**src/rtl/rgb2y_pipe_if.sv**
```systemverilog
// Pixel-stream bundle for rgb2y_pipe: capture-side inputs plus the luma, sync, event and position outputs.
// The slave modport is the converter side; the master modport is the source/sink side.
interface rgb2y_pipe_if #(
  parameter int COLORDEPTH = 8,
  parameter int CNT_W      = 12
);
  logic [3*COLORDEPTH-1:0] rgb_i;
  logic                    dv_i;
  logic                    hs_i;
  logic                    vs_i;
  logic                    coef_sel_i;

  logic [COLORDEPTH-1:0]   y_o;
  logic                    dv_o;
  logic                    hs_o;
  logic                    vs_o;
  logic                    line_end_o;
  logic                    frame_start_o;
  logic [CNT_W-1:0]        x_o;
  logic [CNT_W-1:0]        line_o;

  modport slave (
    input  rgb_i, dv_i, hs_i, vs_i, coef_sel_i,
    output y_o, dv_o, hs_o, vs_o, line_end_o, frame_start_o, x_o, line_o
  );

  modport master (
    output rgb_i, dv_i, hs_i, vs_i, coef_sel_i,
    input  y_o, dv_o, hs_o, vs_o, line_end_o, frame_start_o, x_o, line_o
  );
endinterface

```
**src/rtl/rgb2y_pipe.sv**
```systemverilog
// RGB-to-luma converter, 3-stage pipeline: weighted products, rounded sum, saturated luma.
// Sync, line-end/frame-start pulses and pixel/line counters are aligned to the luma output.
module rgb2y_pipe #(
  parameter int COLORDEPTH = 8,
  parameter int COEF_W     = 8,
  parameter int KR0        = 77,
  parameter int KG0        = 150,
  parameter int KB0        = 29,
  parameter int KR1        = 54,
  parameter int KG1        = 183,
  parameter int KB1        = 19,
  parameter int ROUND      = 1,
  parameter int CNT_W      = 12
) (
  input  logic           clk,
  input  logic           rst,
  rgb2y_pipe_if.slave    bus
);

  localparam int D  = COLORDEPTH;
  localparam int PW = D + COEF_W + 1;
  localparam int SW = D + COEF_W + 3;

  localparam logic [COEF_W:0] KR0_C = (COEF_W+1)'(KR0);
  localparam logic [COEF_W:0] KG0_C = (COEF_W+1)'(KG0);
  localparam logic [COEF_W:0] KB0_C = (COEF_W+1)'(KB0);
  localparam logic [COEF_W:0] KR1_C = (COEF_W+1)'(KR1);
  localparam logic [COEF_W:0] KG1_C = (COEF_W+1)'(KG1);
  localparam logic [COEF_W:0] KB1_C = (COEF_W+1)'(KB1);

  localparam logic [SW-1:0]    HALF = (ROUND != 0) ? (SW'(1) << (COEF_W - 1)) : '0;
  localparam logic [SW-1:0]    YMAX = SW'((1 << D) - 1);
  localparam logic [CNT_W-1:0] CMAX = '1;

  function automatic logic [SW-1:0] round_bias(input logic [SW-1:0] s);
    return s + HALF;
  endfunction

  function automatic logic [D-1:0] sat_y(input logic [SW-1:0] s);
    logic [SW-1:0] q;
    q = s >> COEF_W;
    if (q > YMAX) return '1;
    return q[D-1:0];
  endfunction

  logic [D-1:0]     r_in, g_in, b_in;
  logic             sel_q, vs_rise, sel_eff;
  logic [COEF_W:0]  kr, kg, kb;

  logic [PW-1:0]    prod_r_p1, prod_g_p1, prod_b_p1;
  logic             dv_p1, hs_p1, vs_p1;
  logic [SW-1:0]    sum_p2;
  logic             dv_p2, hs_p2, vs_p2;
  logic [D-1:0]     y_p3;
  logic             dv_p3, hs_p3, vs_p3;
  logic             le_p3, fs_p3;
  logic             le_next, fs_next;
  logic [CNT_W-1:0] x_q, line_q;

  assign r_in = bus.dv_i ? bus.rgb_i[3*D-1:2*D] : '0;
  assign g_in = bus.dv_i ? bus.rgb_i[2*D-1:D]   : '0;
  assign b_in = bus.dv_i ? bus.rgb_i[D-1:0]     : '0;

  // vs_p1 holds the previous vs_i, so a rising edge lets the current pixel use the new set
  assign vs_rise = bus.vs_i & ~vs_p1;
  assign sel_eff = vs_rise ? bus.coef_sel_i : sel_q;

  always_comb begin
    kr = sel_eff ? KR1_C : KR0_C;
    kg = sel_eff ? KG1_C : KG0_C;
    kb = sel_eff ? KB1_C : KB0_C;
  end

  // Stage 1: weighted products
  always_ff @(posedge clk or negedge rst) begin
    if (!rst) begin
      prod_r_p1 <= '0;
      prod_g_p1 <= '0;
      prod_b_p1 <= '0;
      dv_p1     <= 1'b0;
      hs_p1     <= 1'b0;
      vs_p1     <= 1'b0;
      sel_q     <= 1'b0;
    end else begin
      prod_r_p1 <= PW'(kr) * PW'(r_in);
      prod_g_p1 <= PW'(kg) * PW'(g_in);
      prod_b_p1 <= PW'(kb) * PW'(b_in);
      dv_p1     <= bus.dv_i;
      hs_p1     <= bus.hs_i;
      vs_p1     <= bus.vs_i;
      sel_q     <= sel_eff;
    end
  end

  // Stage 2: rounded sum
  always_ff @(posedge clk or negedge rst) begin
    if (!rst) begin
      sum_p2 <= '0;
      dv_p2  <= 1'b0;
      hs_p2  <= 1'b0;
      vs_p2  <= 1'b0;
    end else begin
      sum_p2 <= round_bias(SW'(prod_r_p1) + SW'(prod_g_p1) + SW'(prod_b_p1));
      dv_p2  <= dv_p1;
      hs_p2  <= hs_p1;
      vs_p2  <= vs_p1;
    end
  end

  // Stage 3: saturated luma; events look one stage ahead so their pulses land on the dv_o/vs_o transitions
  assign le_next = dv_p3 & ~dv_p2;
  assign fs_next = vs_p2 & ~vs_p3;

  always_ff @(posedge clk or negedge rst) begin
    if (!rst) begin
      y_p3  <= '0;
      dv_p3 <= 1'b0;
      hs_p3 <= 1'b0;
      vs_p3 <= 1'b0;
      le_p3 <= 1'b0;
      fs_p3 <= 1'b0;
    end else begin
      y_p3  <= sat_y(sum_p2);
      dv_p3 <= dv_p2;
      hs_p3 <= hs_p2;
      vs_p3 <= vs_p2;
      le_p3 <= le_next;
      fs_p3 <= fs_next;
    end
  end

  always_ff @(posedge clk or negedge rst) begin
    if (!rst) begin
      x_q    <= '0;
      line_q <= '0;
    end else begin
      if (le_next)                    x_q <= '0;
      else if (dv_p3 && x_q != CMAX)  x_q <= x_q + CNT_W'(1);

      if (fs_next)                      line_q <= '0;
      else if (le_p3 && line_q != CMAX) line_q <= line_q + CNT_W'(1);
    end
  end

  assign bus.y_o           = y_p3;
  assign bus.dv_o          = dv_p3;
  assign bus.hs_o          = hs_p3;
  assign bus.vs_o          = vs_p3;
  assign bus.line_end_o    = le_p3;
  assign bus.frame_start_o = fs_p3;
  assign bus.x_o           = x_q;
  assign bus.line_o        = line_q;

endmodule

```
**src/flat_wrapper.sv**
```systemverilog
// flat-port wrapper written by rule: the top's interface ports become plain ports
module rgb2y_pipe_flat 
#(
  parameter int COLORDEPTH = 8,
  parameter int COEF_W     = 8,
  parameter int KR0        = 77,
  parameter int KG0        = 150,
  parameter int KB0        = 29,
  parameter int KR1        = 54,
  parameter int KG1        = 183,
  parameter int KB1        = 19,
  parameter int ROUND      = 1,
  parameter int CNT_W      = 12
)
  (clk, rst, bus_rgb_i, bus_dv_i, bus_hs_i, bus_vs_i, bus_coef_sel_i, bus_y_o, bus_dv_o, bus_hs_o, bus_vs_o, bus_line_end_o, bus_frame_start_o, bus_x_o, bus_line_o);
  rgb2y_pipe_if #(.COLORDEPTH(COLORDEPTH), .CNT_W(CNT_W)) bus_i ();
  input  logic clk;
  input  logic rst;
  input wire logic [$bits(bus_i.rgb_i)-1:0] bus_rgb_i;
  input wire logic [$bits(bus_i.dv_i)-1:0] bus_dv_i;
  input wire logic [$bits(bus_i.hs_i)-1:0] bus_hs_i;
  input wire logic [$bits(bus_i.vs_i)-1:0] bus_vs_i;
  input wire logic [$bits(bus_i.coef_sel_i)-1:0] bus_coef_sel_i;
  output wire logic [$bits(bus_i.y_o)-1:0] bus_y_o;
  output wire logic [$bits(bus_i.dv_o)-1:0] bus_dv_o;
  output wire logic [$bits(bus_i.hs_o)-1:0] bus_hs_o;
  output wire logic [$bits(bus_i.vs_o)-1:0] bus_vs_o;
  output wire logic [$bits(bus_i.line_end_o)-1:0] bus_line_end_o;
  output wire logic [$bits(bus_i.frame_start_o)-1:0] bus_frame_start_o;
  output wire logic [$bits(bus_i.x_o)-1:0] bus_x_o;
  output wire logic [$bits(bus_i.line_o)-1:0] bus_line_o;
  assign bus_i.rgb_i = bus_rgb_i;
  assign bus_i.dv_i = bus_dv_i;
  assign bus_i.hs_i = bus_hs_i;
  assign bus_i.vs_i = bus_vs_i;
  assign bus_i.coef_sel_i = bus_coef_sel_i;
  assign bus_y_o = bus_i.y_o;
  assign bus_dv_o = bus_i.dv_o;
  assign bus_hs_o = bus_i.hs_o;
  assign bus_vs_o = bus_i.vs_o;
  assign bus_line_end_o = bus_i.line_end_o;
  assign bus_frame_start_o = bus_i.frame_start_o;
  assign bus_x_o = bus_i.x_o;
  assign bus_line_o = bus_i.line_o;
  rgb2y_pipe #(.COLORDEPTH(COLORDEPTH), .COEF_W(COEF_W), .KR0(KR0), .KG0(KG0), .KB0(KB0), .KR1(KR1), .KG1(KG1), .KB1(KB1), .ROUND(ROUND), .CNT_W(CNT_W)) u_core (.clk(clk), .rst(rst), .bus(bus_i));
endmodule
```
**config.mk**
```make
export PLATFORM = sky130hd
export DESIGN_NAME = rgb2y_pipe_flat
export DESIGN_NICKNAME = d
export VERILOG_FILES = /design/src/rtl/rgb2y_pipe_if.sv /design/src/rtl/rgb2y_pipe.sv /design/src/flat_wrapper.sv
export SDC_FILE = /design/constraint.sdc
export NUM_CORES = 1
export LEC_CHECK = 0
export ABC_AREA = 1
export BUFFER_PORTS_ARGS = -buffer_cell sky130_fd_sc_hd__buf_2
export CAP_MARGIN = 20
export CORE_ASPECT_RATIO = 1.1
export CORE_MARGIN = 5
export CORE_UTILIZATION = 50
export CTS_BUF_LIST = sky130_fd_sc_hd__clkbuf_2 sky130_fd_sc_hd__clkbuf_4 sky130_fd_sc_hd__clkbuf_8
export DETAILED_ROUTE_END_ITERATION = 10
export GPL_TIMING_DRIVEN = 0
export PLACE_DENSITY = 0.79
export REMOVE_ABC_BUFFERS = 1
export SYNTH_ARGS = -nofsm -noshare
export SYNTH_HDL_FRONTEND = slang
export SYNTH_SLANG_ARGS = --single-unit
```
**constraint.sdc**
```tcl
create_clock -name clk -period 8.7 [get_ports clk]
set_input_delay 0 -clock clk [delete_from_list [all_inputs] [get_ports clk]]
set_output_delay 0 -clock clk [all_outputs]
set_load 0.01 [all_outputs]
```
==> metrics.cfg, run 1 <==
[timing]
maxSlewHeadroom_pct = 50.2
post-route-period-util_pct = 60.8
setup-tns-final_ns = 0
whs_ns = 0.0425
min_period_ns = 5.29
drv_slew = 0
rsz0062_at_grt = false
fin_skew_ns = 0.0154
setup_viol = 0
tightest_slew_ns = 0.742
hold_viol = 0
max_freq_mhz = 189

[critical_path]
arrival_ns = 5.53
max_stage_delay_ns = 0.55
path_class = reg -> reg
cp_cell_sequence = inv_1 -> nand2_1 -> or2_2 -> nand2_2 -> inv_2 -> nand2_1 -> nand2_1 -> nand2_1 -> inv_1 -> ha_1 -> inv_1 -> fa_1 -> fa_1 -> fa_1 -> inv_1 -> ha_1 -> a21oi_1 -> o21ai_0 -> a21o_1 -> nand3_1 -> nand2_1 -> xor2_1
path_max_fanout = 27
crit_required_ns = 8.95
cp-start-kind = register
end_kind = register
critPathSlowestCell = fa_1
cpMostUsedCell = nand2_1
worst-path-buf-inv = 5
path_delay_family = adder cells

[pwr]
p_leak_uw = 0.00616
peakVddDrop_uv = 250
finalPower_uw = 2940
cellPowerDensity_nw_per_um2 = 278

[yosys]
synthTopCellsByArea = dfrtp_1 27%, ha_1 21%, fa_1 13%
synthXorXnorAreaFrac_pct = 4.88
synth_seq_cells = 103
ys_types = 44
synth-simple-area-share_pct = 18.0
yosysSeqAreaShare_pct = 26.6
synth_top_cell_area_share_pct = 26.6
synthMuxAreaShare_pct = 0
syn-cell-area_um2 = 9690
yosys.area.top_type = dfrtp_1
ys.warnings.count = 0
synthCells = 1172
synthAdderAreaFrac_pct = 33.5
avgSynthCellArea_um2 = 8.27
synth_compound_area_share_pct = 7.32
synth_top_family_by_area = adder cells

[routing]
via_per_inst = 4.95
dr_total_vias = 7406
wire_per_inst_um = 12.0
drtIter0Drc = 305
dr.pass1.iters = 5
drc = 0
drt-total-wl_um = 18000
postRouteAntennaNets = 0

[run]
cap_violations = 0

[min_path]
hp-class = in -> reg

[global_route]
antenna_found_initial = 0
grt_pass1_vias = 7470
globalRouteTotalUtil_pct = 17.1
grt-ovfl-total = 0
grt_max_degree = 53
grt_pass1_wl_um = 31800

[clock_network]
cts.sinks = 103
h-tree-depth = 3
clk_latency_ns = 0.37
post_cts_buffers = 0
cts_tree = yes
clkTransAtPathRegs_ns = 0.09
cts_buffers = 9
ctsLongestPathBuffers = 2
cts-root-buf = clkbuf_8

[die]
dieArea_um2 = 22300
core_area_um2 = 19100
rows = 53
fp.dieW_um = 143
initial_core_util_pct = 50.7
fp.dieH_um = 156
pin_count = 67

[finish]
utilization_pct = 55.3
drive_gt1_share_pct = 8.80
num_antenna_cells = 0
final_area_um2 = 10600
syn_to_final_growth_pct = 9.00
fillers = 1742
layout.nets = 1497

[placement]
placement.cell_area_um2 = 10300
dp_hpwl_um = 15400
portBuffers = 66
gp_congestion = 0.894

[run_status]
status = complete, no violations

cells in the mapped netlist:
master	number
o21bai_1	3
nand3b_1	1
nand2_1	232
o221ai_1	3
a21o_1	4
nor3_1	9
dfrtp_1	103
nand4_1	7
nand3_1	44
o311ai_0	1
o21a_1	3
nand2_4	1
clkbuf_1	8
nand3_2	2
o21ai_0	29
fa_1	62
nor3_4	1
nor3_2	2
o21ai_1	4
ha_1	160
a211oi_1	1
xnor2_1	12
o21ai_2	1
inv_4	1
and2_1	2
conb_1	2
o2111ai_1	3
nor2_1	100
buf_1	1
inv_1	229
nor3b_1	1
inv_2	5
a31oi_1	7
a221oi_1	1
a21oi_1	64
or2_1	1
buf_2	3
nand2_2	10
o31ai_1	1
xor2_1	42
or2_2	3
or2_0	1
o21bai_2	1
clkinv_1	1
through the flow:
stage / setup WS, ns / std cells
after detailed placement: 3.42 / 1475
after global routing: 3.01 / 1497
after CTS: 3.41 / 1497
after floorplan: 4.14 / 1161
after global placement: 3.43 / 1474
final: 3.41 / 1497
kinds of logic (layout without fill, tap and decap cells):
| family | count (synthesis) | after routing |
|---|---|---|
| buffers and inverters | 248 | 325 |
| AND/OR/NAND/NOR | 417 | 417 |
| flip-flops | 103 | 103 |
| other | 2 | 3 |
| adder cells (fa/ha/maj) | 222 | 222 |
| XOR/XNOR | 54 | 54 |
| AO/OA/AOI/OAI | 126 | 126 |
area by class of cell:
cell class | count | area, um2 | area share [%]
inverters | 236 | 888 | 8.41
clock buffers | 10 | 138 | 1.30
multi-input cells | 822 | 6180 | 58.5
repair buffers | 73 | 420 | 3.98
well taps | 247 | 309 | 2.93
flip-flops and latches | 103 | 2580 | 24.4
clock inverters | 6 | 50.0 | 0.474
cell usage in the layout, fill, tap and decap left out, types with 3 or more instances in the layout:
master and count:
nand2_1 232, inv_1 229, ha_1 160, dfrtp_1 103, nor2_1 100, buf_2 65
a21oi_1 64, fa_1 62, nand3_1 44, xor2_1 42, o21ai_0 29, xnor2_1 12
nand2_2 10, clkbuf_8 10, nor3_1 9, nand4_1 7, a31oi_1 7, dlygate4sd3_1 6
inv_2 5, a21o_1 4, o21ai_1 4, o21a_1 3, o2111ai_1 3, or2_2 3
o21bai_1 3, o221ai_1 3, conb_1 3
power breakdown:
group | switching [uW] | internal [uW] | leakage [uW]
Combinational | 1230 | 778 | 0.00476
Sequential | 40.4 | 612 | 0.00130
Clock | 167 | 116 | 0.0000952
flip-flops by register name (all words and copies together), names as in the netlist, 8 cells and up:
register	flops
u_core.bus.line_o	12
u_core.bus.x_o	12
u_core.bus.y_o	8
u_core.prod_b_p1	14
u_core.prod_g_p1	17
u_core.prod_r_p1	17
u_core.sum_p2	11
metal layers:
metal	GRT usage [%]	part of all wire [%]	up-vias	routed length, um
met2	30.9	51	125	9090
met5	0	0	-	0
met3	1.84	3.5	26	622
met4	5.16	1.9	0	350
li1	-	-	3838	-
met1	21.4	44	3417	7930
final timing paths:
check	slack, ns	start	endpoint	depth (start not counted)
max in group asynchronous	7.84	rst	u_core.prod_g_p1[16]$_DFF_PN0_	3
setup reg to reg	3.41	u_core.vs_p1$_DFF_PN0_	u_core.prod_g_p1[12]$_DFF_PN0_	22
hold / removal	0.04	bus_dv_i	u_core.dv_p1$_DFF_PN0_	1
min in group asynchronous	0.18	rst	u_core.bus.x_o[6]$_DFFE_PN0P_	2
setup / recovery	3.41	u_core.vs_p1$_DFF_PN0_	u_core.prod_g_p1[12]$_DFF_PN0_	22
hold reg to reg	0.35	u_core.hs_p1$_DFF_PN0_	u_core.hs_p2$_DFF_PN0_	0
timing repair:
action | 4_1_cts | 5_1_grt
endpoints found under the hold margin | 56 | 0
hold buffers | 6 | 0
gates resized for setup | 0 | 0
No activity file was read; power rests on OpenSTA's default activity.
==> run 2: changes to the inputs <==
Settings changed: ABC_AREA 1 to 0.
Clock period 8.7 ns to 5.04 ns, I/O delays scaled along.
==> metrics.cfg, run 2 <==
[run_status]
status = complete, no violations

[die]
initial_core_util_pct = 51.0  ; +0.30 points
fp.dieH_um = 151  ; -3.1%
dieArea_um2 = 20900  ; -6.1%
rows = 51  ; -3.8%
core_area_um2 = 17700  ; -7.1%
fp.dieW_um = 138  ; -3.1%
pin_count = 67  ; unchanged

[timing]
setup_viol = 0  ; unchanged
post-route-period-util_pct = 98.6  ; +38 points
tightest_slew_ns = 0.888  ; +0.146 ns
drv_slew = 0  ; unchanged
hold_viol = 0  ; unchanged
setup_slack_ns = 0.0693  ; -3.34 ns
maxSlewHeadroom_pct = 40.4  ; -9.8 points
fin_skew_ns = 0.0102  ; -0.00521 ns
min_period_ns = 4.97  ; -0.317 ns
rsz0062_at_grt = true
max_freq_mhz = 201  ; +6.4%

[routing]
wire_per_inst_um = 14.0  ; +17%
dr_total_vias = 6345  ; -14%
drt-total-wl_um = 17600  ; -2.3%
via_per_inst = 5.07  ; +2.5%
drc = 0  ; unchanged
postRouteAntennaNets = 0  ; unchanged
drtIter0Drc = 203  ; -33%
dr.pass1.iters = 4  ; -1

[placement]
gp_congestion = 0.897  ; +0.36%
dp_slack_ns = -0.991  ; -4.41 ns
placed_cells = 1211  ; -18%
portBuffers = 66  ; unchanged
dp_hpwl_um = 13600  ; -11%

[yosys]
yosys-top-cells-count = 160 x ha_1, 144 x inv_1, 103 x dfrtp_1
ys.warnings.count = 0  ; unchanged
yosys.area.top_type = dfrtp_1
ys_types = 56  ; +27%
yosysMostFrequentCell = ha_1
synthCells = 919  ; -22%
syn-cell-area_um2 = 9050  ; -6.6%
synth_edf_count = 0  ; unchanged
avgSynthCellArea_um2 = 9.85  ; +19%
synth_seq_cells = 103  ; unchanged
synth_top_cell_area_share_pct = 28.5  ; +1.9 points
synth_flop_cell = dfrtp_1
yosysSeqAreaShare_pct = 28.5  ; +1.9 points
async_flop_share_pct = 100  ; unchanged
synthTopCellsByArea = dfrtp_1 28%, ha_1 22%, fa_1 14%

[global_route]
antenna_found_initial = 0  ; unchanged
grt_max_degree = 71  ; +34%
grt-ovfl-total = 0  ; unchanged
globalRouteTotalUtil_pct = 17.5  ; +0.40 points
grt_pass1_vias = 6539  ; -12%
grt_pass1_wl_um = 30300  ; -5.0%

[clock_network]
cts-root-buf = clkbuf_8
cts.sinks = 103  ; unchanged
clkTransAtPathRegs_ns = 0.09  ; about the same
cts_buffers = 9  ; unchanged
cts_tree = yes
h-tree-depth = 3  ; unchanged
ctsLongestPathBuffers = 2  ; unchanged
clk_latency_ns = 0.37  ; about the same

[critical_path]
path_class = reg -> reg
end_kind = register
path_max_fanout = 6  ; -78%
crit_required_ns = 5.29  ; -3.66 ns
arrival_ns = 5.22  ; -0.31 ns
startpoint = u_core.vs_p1$_DFF_PN0_
cp-start-kind = register
worstReg2RegStart = u_core.vs_p1$_DFF_PN0_

[finish]
reg_top3 = u_core.prod_g_p1: 17 flops, u_core.prod_r_p1: 17 flops, u_core.prod_b_p1: 14 flops
num_antenna_cells = 0  ; unchanged
drive_gt1_share_pct = 16.9  ; +8.1 points
seq_area_um2 = 2580  ; unchanged
mostFrequentLayoutCells = 154 x ha_1, 138 x inv_1, 103 x dfrtp_1
fillers = 1504  ; -14%
final_common_cell = ha_1
layout.nets = 1260  ; -16%
final_cells = 1251  ; -16%
multiInputGateArea_um2 = 6110  ; -1.2%
syn_to_final_growth_pct = 14.1

[min_path]
hp-class = in -> reg
min_from = bus_dv_i

[pwr]
peakVddDrop_uv = 433  ; +73%
p_leak_uw = 0.00566  ; -8.1%
cellPowerDensity_nw_per_um2 = 468  ; +68%

[run]
cap_violations = 0  ; unchanged

==> run 2: cell count changes after synthesis, moves of 12 or more <==
cell / change
nand2_1: -171
inv_1: -85
xnor2_1: +31
nand3_1: -29
a21oi_1: -21
xor2_1: -13
a21o_1: +12
==> run 2: per-layer routing <==
layer | track usage, % | part of all wire [%] | vias to the layer above
li1 | - | - | 3176
met1 | 21.9 | 44 | 3041
met2 | 31.9 | 51 | 99
met3 | 2.87 | 3.2 | 29
met4 | 4.05 | 1.7 | 0
met5 | 0 | 0 | -
==> run 2: path summary, 6_finish.rpt <==
kind	end	cells after the start	slack (ns)
max in group asynchronous	u_core.prod_r_p1[0]$_DFF_PN0_	3	4.26
setup / recovery	u_core.prod_r_p1[14]$_DFF_PN0_	23	0.07
hold / removal	u_core.dv_p1$_DFF_PN0_	1	0.04
setup reg to reg	u_core.prod_r_p1[14]$_DFF_PN0_	23	0.07
min in group asynchronous	u_core.prod_b_p1[12]$_DFF_PN0_	2	0.11
hold reg to reg	u_core.hs_p2$_DFF_PN0_	0	0.36
==> run 2: layout make-up <==
class | instances | area share [%]
Timing Repair Buffer | 91 | 5.95
Clock buffer | 13 | 1.55
Sequential cell | 103 | 25.0
Multi-Input combinational cell | 658 | 59.1
Clock inverter | 3 | 0.182
Timing Repair inverter | 1 | 0.0727
Tap cell | 238 | 2.88
Inverter | 144 | 5.27
==> run 2: critical path, stage by stage (launching register included) <==
cell and delay (ns):
dfrtp_1 0.40, nor2b_2 0.17, mux2i_4 0.27, buf_12 0.13, buf_12 0.11, clkinvlp_4 0.09
buf_12 0.15, buf_6 0.12, nor2_2 0.18, fa_1 0.47, ha_1 0.29, ha_1 0.28
inv_1 0.05, fa_1 0.49, inv_1 0.04, ha_1 0.33, a21o_1 0.19, a21oi_2 0.22
o21ai_2 0.09, a21oi_2 0.18, nor2_1 0.07, a211oi_2 0.27, a21oi_2 0.09, xor2_1 0.14
==> run 2: metrics by stage <==
stage	area [um2]	hold WS, ns	TNS [ns]	util (%)	power, uW
final	10300	0.0384	0	58.2	4830
after global routing	10300	0.0605	-0.469	58.2	5320
after CTS	10200	0.0350	-0.0111	57.2	4760
after detailed placement	9690	-0.0321	-8.91	54.6	4180
after global placement	9630	0.119	-79.71	54.3	4060
after floorplan	9000	-0.296	-9.17	-	3550
==> run 2: kinds of logic (layout without fill, tap and decap cells) <==
group / after synthesis / count (layout) / share of synthesized area (%)
DFF: 103 / 103 / 28.5
muxes: 2 / 2 / 0.221
and+or+nand+nor: 226 / 226 / 11.3
xor gates and xnor gates: 73 / 73 / 7.14
adders and majority gates: 222 / 222 / 35.8
buffers and inverters: 159 / 252 / 6.60
other: 2 / 3 / 0.0829
AOI/OAI and AO/OA: 132 / 132 / 10.4
==> run 2: where the power goes <==
part           switching [uW]  total, uW  internal, uW
clock network             255        465           209
logic                    1750       3220          1470
registers                92.7       1150          1060
==> run 2: repair_timing <==
action	CTS	global route
buffers inserted	14	4
setup endpoints to repair	21	11
endpoints found under the hold margin	107	0
cloned	1	0
gates resized for setup	22	36
hold buffers	5	0
pin swaps	13	27
==> run 3: changes to the inputs <==
Settings changed: CORE_UTILIZATION 50 to 55, PLACE_DENSITY 0.79 to 0.85.
==> metrics.cfg, run 3 (same netlist as run 2, synthesis figures left out) <==
[critical_path]
crit_required_ns = 5.29  ; about the same
worst-path-buf-inv = 5  ; -2
max_stage_delay_ns = 0.57  ; +0.08 ns
r2r-end = u_core.prod_r_p1[15]$_DFF_PN0_
cp_cell_sequence = nor2b_2 -> mux2i_4 -> buf_6 -> nor2_1 -> fa_1 -> inv_1 -> fa_1 -> inv_1 -> fa_1 -> inv_1 -> fa_2 -> inv_2 -> ha_4 -> nor3_4 -> o31ai_2 -> a31oi_4 -> a21oi_2 -> a21o_1 -> a21oi_2 -> xnor2_2
end_kind = register
cp-start-kind = register
critPathSlowestCell = fa_2
reg2reg_depth = 20  ; -13%
path_class = reg -> reg
path_depth = 20  ; -13%
rrSetupSlack_ns = -0.04  ; -0.10 ns
arrival_ns = 5.33  ; +0.11 ns
worstReg2RegStart = u_core.vs_p1$_DFF_PN0_
path_delay_family = adder cells
path_max_fanout = 6  ; unchanged

[min_path]
min_from = bus_dv_i
hp-class = in -> reg
holdPathStages = 1  ; unchanged
min_to = u_core.dv_p1$_DFF_PN0_

[clock_network]
cts_tree = yes
h-tree-depth = 3  ; unchanged
clk_latency_ns = 0.37  ; about the same
cts.sinks = 103  ; unchanged
clkTransAtPathRegs_ns = 0.09  ; about the same
ctsLongestPathBuffers = 2  ; unchanged
cts-root-buf = clkbuf_8
cts_buffers = 9  ; unchanged

[global_route]
antenna_found_initial = 0  ; unchanged
grt_pass1_wl_um = 30600  ; +1.2%
grt_pass1_vias = 6742  ; +3.1%
grt-ovfl-total = 0  ; unchanged
globalRouteTotalUtil_pct = 19.4  ; +1.9 points
grt_max_degree = 61  ; -14%

[timing]
maxSlewHeadroom_pct = 41.7  ; +1.4 points
rsz0062_at_grt = true
fin_skew_ns = 0.00915  ; -0.00101 ns
post-route-period-util_pct = 101  ; +2.1 points
min_period_ns = 5.08  ; +0.105 ns
drv_slew = 0  ; unchanged
setup_viol = 1  ; +1
tightest_slew_ns = 0.872  ; -0.0153 ns
setup_slack_ns = -0.0355  ; -0.105 ns
hold_viol = 0  ; unchanged
max_freq_mhz = 197  ; -2.1%

[die]
fp.dieW_um = 132  ; -4.3%
rows = 49  ; -3.9%
initial_core_util_pct = 55.7  ; +4.7 points
pin_count = 67  ; unchanged
dieArea_um2 = 19100  ; -8.5%
fp.dieH_um = 145  ; -4.3%
core_area_um2 = 16200  ; -8.4%

[pwr]
peakVddDrop_uv = 421  ; -2.8%
p_leak_uw = 0.00567  ; +0.19%
finalPower_uw = 4970  ; +2.8%
cellPowerDensity_nw_per_um2 = 482  ; +3.0%

[run_status]
violations = negative setup slack
status = finished with violations

[finish]
reg_top3 = u_core.prod_g_p1: 17 flops, u_core.prod_r_p1: 17 flops, u_core.prod_b_p1: 14 flops
final_cells = 1218  ; -2.6%
layout.nets = 1260  ; unchanged
mostFrequentLayoutCells = 155 x ha_1, 138 x inv_1, 103 x dfrtp_1
final_common_cell = ha_1
syn_to_final_growth_pct = 13.9
drive_gt1_share_pct = 17.0  ; +0.099 points

[routing]
postRouteAntennaNets = 0  ; unchanged
drt-total-wl_um = 18700  ; +6.4%
drc = 0  ; unchanged
drtIter0Drc = 238  ; +17%
wire_per_inst_um = 15.4  ; +9.3%
dr_total_vias = 6517  ; +2.7%
dr.pass1.iters = 4  ; unchanged
via_per_inst = 5.35  ; +5.5%

[placement]
placed_cells = 1177  ; -2.8%
gp_congestion = 0.906  ; +1.0%
dp_hpwl_um = 13900  ; +1.7%
portBuffers = 66  ; unchanged

[run]
cap_violations = 0  ; unchanged

==> run 3: cell types whose count changed in the layout (fill, tap and decap cells not counted), sizes merged <==
cell	delta
diode	+1
clkbuf	-1
bufinv	+1
clkinv	-3
inv	+1
clkinvlp	+2
==> run 3: how the worst max path moves through the flow <==
stage / from / endpoint / slack, ns
floorplan: u_core.vs_p1$_DFF_PN0_ / u_core.prod_r_p1[14]$_DFF_PN0_ / -0.94
global placement: u_core.vs_p1$_DFF_PN0_ / u_core.prod_r_p1[14]$_DFF_PN0_ / -2.54
detailed placement: u_core.vs_p1$_DFF_PN0_ / u_core.prod_r_p1[14]$_DFF_PN0_ / -1.06
CTS: u_core.vs_p1$_DFF_PN0_ / u_core.prod_r_p1[14]$_DFF_PN0_ / -0.04
global route: u_core.vs_p1$_DFF_PN0_ / u_core.prod_r_p1[15]$_DFF_PN0_ / -0.13
finish: u_core.vs_p1$_DFF_PN0_ / u_core.prod_r_p1[15]$_DFF_PN0_ / -0.04
==> run 3: routing by layer <==
| layer | global-route usage [%] | wire length (um) |
|---|---|---|
| met5 | 0 | 0 |
| met4 | 7.50 | 731 |
| met3 | 2.78 | 704 |
| met2 | 35.2 | 9710 |
| met1 | 23.4 | 7550 |
==> run 3: timing repair <==
item / in CTS / in global routing
resized for setup: 21 / 44
endpoints found under the setup margin: 22 / 13
cloned: 1 / 0
endpoints found under the hold margin: 47 / 0
hold buffers: 5 / 0
pin swaps: 18 / 23
setup buffers: 10 / 8
==> run 3: power by group <==
part	switching [uW]	internal [uW]	total (uW)	leakage [uW]
sequential	86.9	1060	1140	0.00130
clock	268	256	524	0.000100
combinational	1830	1470	3300	0.00427
==> run 3: area by class of cell <==
class	instances	area [um2]
fillers	1202	5930
repair buffers	91	586
clock inverters	4	53.8
diodes	1	2.50
clock buffers	12	153
inverters	144	544
flip-flops and latches	103	2580
repair inverters	1	7.51
multi-input cells	658	6140
well taps	204	255
==> run 3: per-stage QoR <==
step	hold slack, ns	utilization, %	setup slack (ns)	instance area [um2]	TNS [ns]
3_3_place_gp	0.118	59.0	-2.54	9590	-57.69
4_1_cts	0.00760	62.0	-0.0409	10100	-0.0409
3_5_place_dp	0.0171	59.3	-1.06	9630	-10.26
6_report	0.0120	63.5	-0.0355	10300	-0.0355
5_1_grt	0.0296	63.5	-0.133	10300	-0.405
2_1_floorplan	-0.296	-	-0.940	9000	-9.17
